[config.mk]
export PLATFORM = sky130hd
export DESIGN_NAME = signal_table_sequencer_flat
export DESIGN_NICKNAME = d
export VERILOG_FILES = /design/src/rtl/signal_table_sequencer_if.sv /design/src/rtl/signal_table_sequencer.sv /design/src/flat_wrapper.sv
export SDC_FILE = /design/constraint.sdc
export NUM_CORES = 1
export LEC_CHECK = 0
export BUFFER_PORTS_ARGS = -buffer_cell sky130_fd_sc_hd__buf_4
export CAP_MARGIN = 20
export CORE_MARGIN = 10
export CORE_UTILIZATION = 44
export CTS_BUF_LIST = sky130_fd_sc_hd__clkbuf_4 sky130_fd_sc_hd__clkbuf_8
export DETAILED_ROUTE_END_ITERATION = 16
export PLACE_DENSITY = 0.68
export SKIP_LAST_GASP = 1
export SYNTH_ARGS = -nofsm -noshare
export SYNTH_HDL_FRONTEND = slang
export SYNTH_SLANG_ARGS = --single-unit
[constraint.sdc]
create_clock -name clk -period 2.4 [get_ports clk]
set_clock_uncertainty 0.1 [all_clocks]
set_input_delay 0.24 -clock clk [delete_from_list [all_inputs] [get_ports clk]]
set_output_delay 0.24 -clock clk [all_outputs]
set_load 0.02 [all_outputs]
[src/rtl/signal_table_sequencer_if.sv]
// signal_table_sequencer_if: host write port plus table RAM bus.
// Host side:  host_we, host_addr, host_data request a table write; host_ack confirms it.
// Table side: tbl_wr, tbl_addr and tbl_din drive the RAM; tbl_dout returns read data one cycle later.
// The slave modport is the sequencer's view; the master modport is the host/RAM view.
interface signal_table_sequencer_if #(
    parameter int data_width = 8,
    parameter int addr_width = 7
);
    logic                  host_we;
    logic [addr_width-1:0] host_addr;
    logic [data_width-1:0] host_data;
    logic                  host_ack;
    logic                  tbl_wr;
    logic [addr_width-1:0] tbl_addr;
    logic [data_width-1:0] tbl_din;
    logic [data_width-1:0] tbl_dout;
    modport slave (
        input  host_we, host_addr, host_data, tbl_dout,
        output host_ack, tbl_wr, tbl_addr, tbl_din
    );
    modport master (
        output host_we, host_addr, host_data, tbl_dout,
        input  host_ack, tbl_wr, tbl_addr, tbl_din
    );
endinterface

[src/rtl/signal_table_sequencer.sv]
// signal_table_sequencer: plays a waveform table out of RAM at a programmable rate for a PWM stage.
// Ports: clk, rst_n (async active-low); bus (host write port + table RAM, slave modport);
//        start/stop level commands; last_addr/rate_div captured on start;
//        sample_out/sample_valid new duty sample; wrap end-of-waveform strobe; busy high while playing.
// Build option: SIGNAL_SEQ_MIRROR_EN selects triangle (up/down) addressing instead of sawtooth.
module signal_table_sequencer #(
    parameter int data_width = 8,
    parameter int addr_width = 7,
    parameter int div_width  = 16
) (
    input  logic                  clk,
    input  logic                  rst_n,
    signal_table_sequencer_if.slave bus,
    input  logic                  start,
    input  logic                  stop,
    input  logic [addr_width-1:0] last_addr,
    input  logic [div_width-1:0]  rate_div,
    output logic [data_width-1:0] sample_out,
    output logic                  sample_valid,
    output logic                  wrap,
    output logic                  busy
);
    typedef enum logic {IDLE, PLAY} state_t;
    state_t                state;
    logic [addr_width-1:0] ptr, lat_last, nxt_ptr;
    logic [div_width-1:0]  presc, lat_div;
    logic                  rd_issue, rd_pend, rd_wrap, nxt_wrap, take;
`ifdef SIGNAL_SEQ_MIRROR_EN
    logic                  dir, nxt_dir;
`endif
    // stop suppresses a read that would otherwise issue in the same cycle
    assign rd_issue = state == PLAY && !stop && presc == lat_div;
    // a read issued last cycle lands now unless stop discards it
    assign take = state == PLAY && rd_pend && !stop;
    // rst_n gates the combinational ack so reset forces it low immediately
    assign bus.host_ack = rst_n && state == IDLE && bus.host_we && !start;
    assign bus.tbl_wr   = bus.host_ack;
    assign bus.tbl_addr = rd_issue ? ptr : bus.host_addr;
    assign bus.tbl_din  = bus.host_data;
    assign busy         = state == PLAY;
`ifdef SIGNAL_SEQ_MIRROR_EN
    // dir=1 while descending; the index-0 read that ends a descent carries wrap
    always_comb begin
        nxt_dir  = dir;
        nxt_ptr  = ptr + 1'b1;
        nxt_wrap = 1'b0;
        if (dir) begin
            nxt_wrap = ptr == '0;
            nxt_ptr  = nxt_wrap ? addr_width'(1) : ptr - 1'b1;
            nxt_dir  = !nxt_wrap;
        end else if (ptr == lat_last) begin
            nxt_wrap = lat_last == '0;
            nxt_ptr  = nxt_wrap ? '0 : ptr - 1'b1;
            nxt_dir  = !nxt_wrap;
        end
    end
`else
    always_comb begin
        nxt_wrap = ptr == lat_last;
        nxt_ptr  = nxt_wrap ? '0 : ptr + 1'b1;
    end
`endif
    always_ff @(posedge clk or negedge rst_n) begin
        if (!rst_n) begin
            state        <= IDLE;
            ptr          <= '0;
            presc        <= '0;
            lat_last     <= '0;
            lat_div      <= '0;
            rd_pend      <= 1'b0;
            rd_wrap      <= 1'b0;
            sample_out   <= '0;
            sample_valid <= 1'b0;
            wrap         <= 1'b0;
`ifdef SIGNAL_SEQ_MIRROR_EN
            dir          <= 1'b0;
`endif
        end else begin
            sample_valid <= take;
            wrap         <= take && rd_wrap;
            rd_pend      <= rd_issue;
            if (take) sample_out <= bus.tbl_dout;
            if (state == IDLE) begin
                if (start) begin
                    state    <= PLAY;
                    lat_last <= last_addr;
                    lat_div  <= rate_div;
                    ptr      <= '0;
                    presc    <= '0;
`ifdef SIGNAL_SEQ_MIRROR_EN
                    dir      <= 1'b0;
`endif
                end
            end else if (stop) begin
                state <= IDLE;
            end else begin
                presc <= presc == lat_div ? '0 : presc + 1'b1;
                if (rd_issue) begin
                    ptr     <= nxt_ptr;
                    rd_wrap <= nxt_wrap;
`ifdef SIGNAL_SEQ_MIRROR_EN
                    dir     <= nxt_dir;
`endif
                end
            end
        end
    end
endmodule

[src/flat_wrapper.sv]
// flat-port wrapper written by rule: the top's interface ports become plain ports
module signal_table_sequencer_flat 
#(
    parameter int data_width = 8,
    parameter int addr_width = 7,
    parameter int div_width  = 16
)
  (clk, rst_n, start, stop, last_addr, rate_div, sample_out, sample_valid, wrap, busy, bus_host_we, bus_host_addr, bus_host_data, bus_tbl_dout, bus_host_ack, bus_tbl_wr, bus_tbl_addr, bus_tbl_din);
  signal_table_sequencer_if #(.data_width(data_width), .addr_width(addr_width)) bus_i ();
  input  logic clk;
  input  logic rst_n;
  input  logic start;
  input  logic stop;
  input  logic [addr_width-1:0] last_addr;
  input  logic [div_width-1:0] rate_div;
  output logic [data_width-1:0] sample_out;
  output logic sample_valid;
  output logic wrap;
  output logic busy;
  input wire logic [$bits(bus_i.host_we)-1:0] bus_host_we;
  input wire logic [$bits(bus_i.host_addr)-1:0] bus_host_addr;
  input wire logic [$bits(bus_i.host_data)-1:0] bus_host_data;
  input wire logic [$bits(bus_i.tbl_dout)-1:0] bus_tbl_dout;
  output wire logic [$bits(bus_i.host_ack)-1:0] bus_host_ack;
  output wire logic [$bits(bus_i.tbl_wr)-1:0] bus_tbl_wr;
  output wire logic [$bits(bus_i.tbl_addr)-1:0] bus_tbl_addr;
  output wire logic [$bits(bus_i.tbl_din)-1:0] bus_tbl_din;
  assign bus_i.host_we = bus_host_we;
  assign bus_i.host_addr = bus_host_addr;
  assign bus_i.host_data = bus_host_data;
  assign bus_i.tbl_dout = bus_tbl_dout;
  assign bus_host_ack = bus_i.host_ack;
  assign bus_tbl_wr = bus_i.tbl_wr;
  assign bus_tbl_addr = bus_i.tbl_addr;
  assign bus_tbl_din = bus_i.tbl_din;
  signal_table_sequencer #(.data_width(data_width), .addr_width(addr_width), .div_width(div_width)) u_core (.clk(clk), .rst_n(rst_n), .bus(bus_i), .start(start), .stop(stop), .last_addr(last_addr), .rate_div(rate_div), .sample_out(sample_out), .sample_valid(sample_valid), .wrap(wrap), .busy(busy));
endmodule
Yosys cells after proc, flatten, opt, wreduce, memory -nomap -nowiden
Index checks and enable logic that the tools add are counted.
{"block": "word_totals", "ff_bits": 59, "wordCells": 46}
{"block": "op_classes", "mux": 13, "bitwise": 2, "reduce_logical": 15, "add_sub_neg": 2, "eq_ne": 4}
{"op": "$mux 16", "n": 4}
{"op": "$mux 7", "n": 6}
{"op": "$add 16x1->16 const B", "n": 1}
{"op": "$eq 16x16->1", "n": 1}
{"op": "$logic_and 1x1->1", "n": 8}
{"op": "$add 7x1->7 const B", "n": 1}
{"op": "$eq 7x7->1", "n": 1}
{"op": "$reduce_and 3->1", "n": 2}
{"op": "$ne 2x2->1 const B", "n": 2}
{"op": "$reduce_and 2->1", "n": 2}
{"op": "$mux 1", "n": 3}
{"op": "$logic_not 1->1", "n": 2}
{"op": "$not 1->1", "n": 2}
{"op": "$reduce_bool 2->1", "n": 1}

Logic depth before layout (Yosys ltp)
{"block": "logic_depth", "word_depth": 6, "mapped_depth": 7, "depth_no_buf": 6}

Worst setup path before layout
No wires, ideal clock.
{"block": "synth_path", "path_type": "register to output", "start": "register u_core.presc[5]", "end": "output port bus_tbl_addr[6]", "path_buffers": 1, "arrival_ns": 1.775, "path_stages_with_launch": 7, "setup_slack_ns": 0.285, "required_ns": 2.060, "cell_sequence": "dfrtp_1 > xor2_1 > nor4_2 > nand4_1 > nor2_1 > buf_4 > mux2_1"}
{"block": "synth_via", "elab_chain_len": 3}
{"element": "start, declared", "line_no": "signal_table_sequencer.sv:26", "rtl": "logic [div_width-1:0] presc, lat_div;"}
{"element": "start signal, assigned", "line_no": "signal_table_sequencer.sv:97", "rtl": "presc <= presc == lat_div ? '0 : presc + 1'b1;"}
{"element": "$eq 16x16->1", "line_no": "signal_table_sequencer.sv:32", "rtl": "assign rd_issue = state == PLAY && !stop && presc == lat_div;"}
{"element": "$logic_and 1x1->1", "line_no": "signal_table_sequencer.sv:32"}
{"element": "net u_core.rd_issue", "line_no": "signal_table_sequencer.sv:27", "rtl": "logic rd_issue, rd_pend, rd_wrap, nxt_wrap, take;"}
{"element": "$mux 7", "line_no": "signal_table_sequencer.sv:38", "rtl": "assign bus.tbl_addr = rd_issue ? ptr : bus.host_addr;"}
{"element": "end, declared", "line_no": "flat_wrapper.sv:26", "rtl": "output wire logic [$bits(bus_i.tbl_addr)-1:0] bus_tbl_addr;"}
The timed path passes the listed nets, and every way through them passes these cells.

Worst setup path after layout
{"block": "layout_path", "start": "register u_core.lat_div[15]", "end": "output port bus_tbl_addr[4]"}
{"block": "layout_via", "elab_chain_len": 3}
{"element": "start, declared", "line_no": "signal_table_sequencer.sv:26"}
{"element": "start signal, assigned", "line_no": "signal_table_sequencer.sv:87", "rtl": "lat_div <= rate_div;"}
{"element": "$eq 16x16->1", "line_no": "signal_table_sequencer.sv:32"}
{"element": "$logic_and 1x1->1", "line_no": "signal_table_sequencer.sv:32"}
{"element": "$mux 7", "line_no": "signal_table_sequencer.sv:38"}
Every way passes these cells.

==> results.cfg <==
[status]
outcome = finished, violations left
failed_checks = negative setup slack

[global_routing]
all_layer_global_routing_usage_pct = 14.9
grt_pass1_wl_um = 12400
vias_in_the_first_global_route = 2642
grt_start_max_net_pins = 45
globalRoute.totalOverflow = 0
grt_antenna_before_repair = 0

[finish]
final_layout_size_suffix_gt1_share_pct = 29.2
num-nets-final = 455
finish.instance_area_sq_mm = 0.00409
area_delta_synth_final_pct = 34.3
fill_cell_instance_count_of_the_final_layout = 578
antenna_cells_inserted = 0

[cts]
cts_max_level = 3
clk_transition_reported_paths_ps = 70
clk_latency_ps = 340
cts_root_buffer = sky130_fd_sc_hd__clkbuf_8
tritoncts = built
cts.sinks = 59
cts_buffer_depth = 2
cts_made_buffers = 9

[drt]
dr.pass1.iters = 4
vias = 2562
top_layer_used = met4
drc = 0
routedWlPerCell_um = 15.5
met1_length_um = 3090
met3RoutedLength_um = 484
vias_per_cell = 5.26
route.met2.wl_um = 3890
drt_iter0_markers = 190
postRouteAntennaNets = 0
detail_route.wirelength_um = 7570

[placed_design]
buffer_ports.inserted = 62
dpl.hpwl_um = 5190
placement.cell_area_sq_mm = 0.00354
place_congestion = 0.850
pre_cts_slack_ps = 165

[worst_setup_path]
slowest_library_cell_on_the_worst_path = sky130_fd_sc_hd__dfrtp_1
timing.reg2reg.worst_path_depth = 6
timing.rr.end = u_core.presc[15]$_DFFE_PN0P_
start_kind = register
worst_path_dominant_cell_family = simple AND/OR/NAND/NOR gates
crit_arrival_ps = 2250
slowest_delay_ps = 390
worstPathCellList = xor2_1 > nor4_2 > nand4_1 > nor2_2 > buf_6 > mux2_2 > buf_4
rrSetupSlack_ps = 230
path_max_fanout = 6
critPathBufInv = 2
cp_num_cells = 7
reg2reg_from = u_core.lat_div[15]$_DFFE_PN0P_
crit_path_end = bus_tbl_addr[4]
timing_worst_setup_path_type = reg -> out
worst_setup_path_end_kind = output pin
crit_path_start = u_core.lat_div[15]$_DFFE_PN0P_
worstPathRequired_ps = 2060

[job]
cap_violations = 0

[die]
io_pins = 79
effective_utilization_at_floorplan_pct = 45.0
floorplan.die_area_sq_mm = 0.0106
chipWidth_um = 103
std_cell_rows = 30
die_height_um = 103
core_area_sq_mm = 0.00676

[hold_path]
worst_hold_path_type = in -> reg

[sta]
report.final.setup_viol = 7
setup_repair_after_global_routing_missed_its_margin = yes
hold_viol_final = 0
timing.final.crit_share_pct = 108
final_period_minus_worst_setup_slack_ps = 2590
tightestPinTransition_ps = 937
fmaxAchievable_mhz = 386
finalSetupTns_ps = -1280
slew_headroom_pct = 37.3
slew_violations = 0
worst_slack_ps = -188

[pwr]
total_power_mw = 2.75
power.static_leakage_nw = 2.05
max_ir_drop_vdd_v = 0.000408
power_density_mw_per_mm2 = 673

[yosys]
syn-cell-area_sq_mm = 0.00304
post_synth_inst_count = 315
yosys.cell_types.count = 33
synth-seq-area-share_pct = 48.5
synthesis.nets = 368
post_synthesis_sequential_element_count = 59
post_synth.cell_area_avg_sq_um = 9.66
synth-warning-count = 0
[power by group]
group / internal (mW) / total [mW] / switching (mW)
combinational: 0.219 / 0.461 / 0.241
clock: 0.719 / 1.12 / 0.400
sequential: 1.09 / 1.17 / 0.0809
total: 2.03 / 2.75 / 0.722
[worst min-delay path by stage]
| stage | start | depth (start not counted) | endpoint |
|---|---|---|---|
| after CTS | rate_div[12] | 3 | u_core.lat_div[12]$_DFFE_PN0P_ |
| after global placement | rst_n | 1 | u_core.lat_div[14]$_DFFE_PN0P_ |
| final | bus_tbl_dout[3] | 2 | u_core.sample_out[3]$_DFFE_PN0P_ |
| after global routing | bus_tbl_dout[4] | 2 | u_core.sample_out[4]$_DFFE_PN0P_ |
| after floorplan | rst_n | 0 | u_core.busy$_DFF_PN0_ |
| after detailed placement | rst_n | 1 | u_core.presc[14]$_DFFE_PN0P_ |
[placed cells by master, fill, tap and decap left out, drive strengths merged]
cell type / n
or4: 2
clkinv: 3
and3: 13
mux2: 16
xor2: 19
dlygate4sd3: 23
bufinv: 3
buf: 79
clkbuf: 10
nand2b: 7
o31a: 1
a31oi: 6
nand4: 8
o21ai: 7
and4: 2
o2bb2ai: 3
nor2b: 5
dfrtp: 59
a32o: 6
nor2: 4
o31ai: 3
mux2i: 1
o211ai: 5
nand3: 6
o22ai: 6
nor4: 5
nand2: 81
nor3: 5
xnor2: 7
ha: 2
inv: 10
[repair_timing]
item,in CTS,in global routing
endpoints found under the setup margin,7,7
buffers inserted,1,6
gates cloned,0,1
endpoints found under the hold margin,37,0
pin swaps,2,2
hold buffers,23,0
gates resized for setup,2,2
[logic make-up (layout without fill, tap and decap cells)]
logic type                 count (synthesis)  in the layout  share of synthesized area [%]
and+or+nand+nor                          138            138                           22.4
buffers and inverters                     36            128                           5.80
DFF                                       59             59                           48.5
AOI/OAI and AO/OA                         37             37                           8.72
muxes                                     17             17                           6.25
adders and majority gates                  2              2                          0.823
xor gates and xnor gates                  26             26                           7.49
[state kept, by name (all words and copies together) (netlist names)]
name,cells
u_core.lat_div,16
u_core.presc,16
u_core.sample_out,8
u_core.lat_last,7
u_core.ptr,7
u_core.busy,1
u_core.rd_pend,1
u_core.rd_wrap,1
u_core.sample_valid,1
u_core.wrap,1
[Yosys cell counts]
library cell	instances	area share (%)
sky130_fd_sc_hd__buf_2	3	0.49
sky130_fd_sc_hd__o21ai_1	1	0.16
sky130_fd_sc_hd__nor2_1	4	0.49
sky130_fd_sc_hd__dfrtp_1	59	49
sky130_fd_sc_hd__or4_1	2	0.49
sky130_fd_sc_hd__xor2_1	19	5.5
sky130_fd_sc_hd__o22ai_1	6	1.2
sky130_fd_sc_hd__nor2b_1	5	1.0
sky130_fd_sc_hd__mux2i_1	1	0.33
sky130_fd_sc_hd__nand3_1	6	0.99
sky130_fd_sc_hd__and3_1	13	2.7
sky130_fd_sc_hd__o21ai_0	6	0.99
sky130_fd_sc_hd__a32o_1	6	2.0
sky130_fd_sc_hd__ha_1	2	0.82
sky130_fd_sc_hd__o31ai_1	3	0.74
sky130_fd_sc_hd__xnor2_1	7	2.0
sky130_fd_sc_hd__buf_4	10	2.5
sky130_fd_sc_hd__buf_1	2	0.25
sky130_fd_sc_hd__nor4_2	5	2.1
sky130_fd_sc_hd__and4_1	2	0.58
sky130_fd_sc_hd__mux2_2	15	5.6
sky130_fd_sc_hd__nor3_2	1	0.33
sky130_fd_sc_hd__nand2b_1	7	1.4
sky130_fd_sc_hd__nand4_1	8	1.6
sky130_fd_sc_hd__inv_1	10	1.2
sky130_fd_sc_hd__a31oi_1	6	1.2
sky130_fd_sc_hd__mux2_1	1	0.37
sky130_fd_sc_hd__o2bb2ai_1	3	0.86
sky130_fd_sc_hd__nor3_1	4	0.66
sky130_fd_sc_hd__clkbuf_1	11	1.4
sky130_fd_sc_hd__o31a_1	1	0.29
sky130_fd_sc_hd__o211ai_1	5	1.2
sky130_fd_sc_hd__nand2_1	81	10
[layout make-up]
cell class,instances,area (sq um),share of cell area (%)
clock buffers,10,138,3.37
clock inverters,6,113,2.76
inverters,10,37.5,0.919
multi-input cells,220,1390,34.1
flip-flops and latches,59,1480,36.2
well taps,80,100,2.45
repair buffers,102,827,20.2
[layer usage]
metal / track usage, % / up-vias
li1: - / 1249
met1: 17.5 / 1228
met2: 24.5 / 73
met3: 5.36 / 12
met4: 5.24 / 0
met5: 0 / -
[through the flow]
step | instances | utilization, % | hold WS, ps
finish | 487 | 60.5 | 33.7
global route | 487 | 60.5 | 20.1
CTS | 480 | 59.7 | 17.9
detailed placement | 440 | 52.4 | 12.8
global placement | 440 | 52.4 | 15.4
floorplan | 315 | - | -156
No activity file was read; power rests on OpenSTA's default activity.
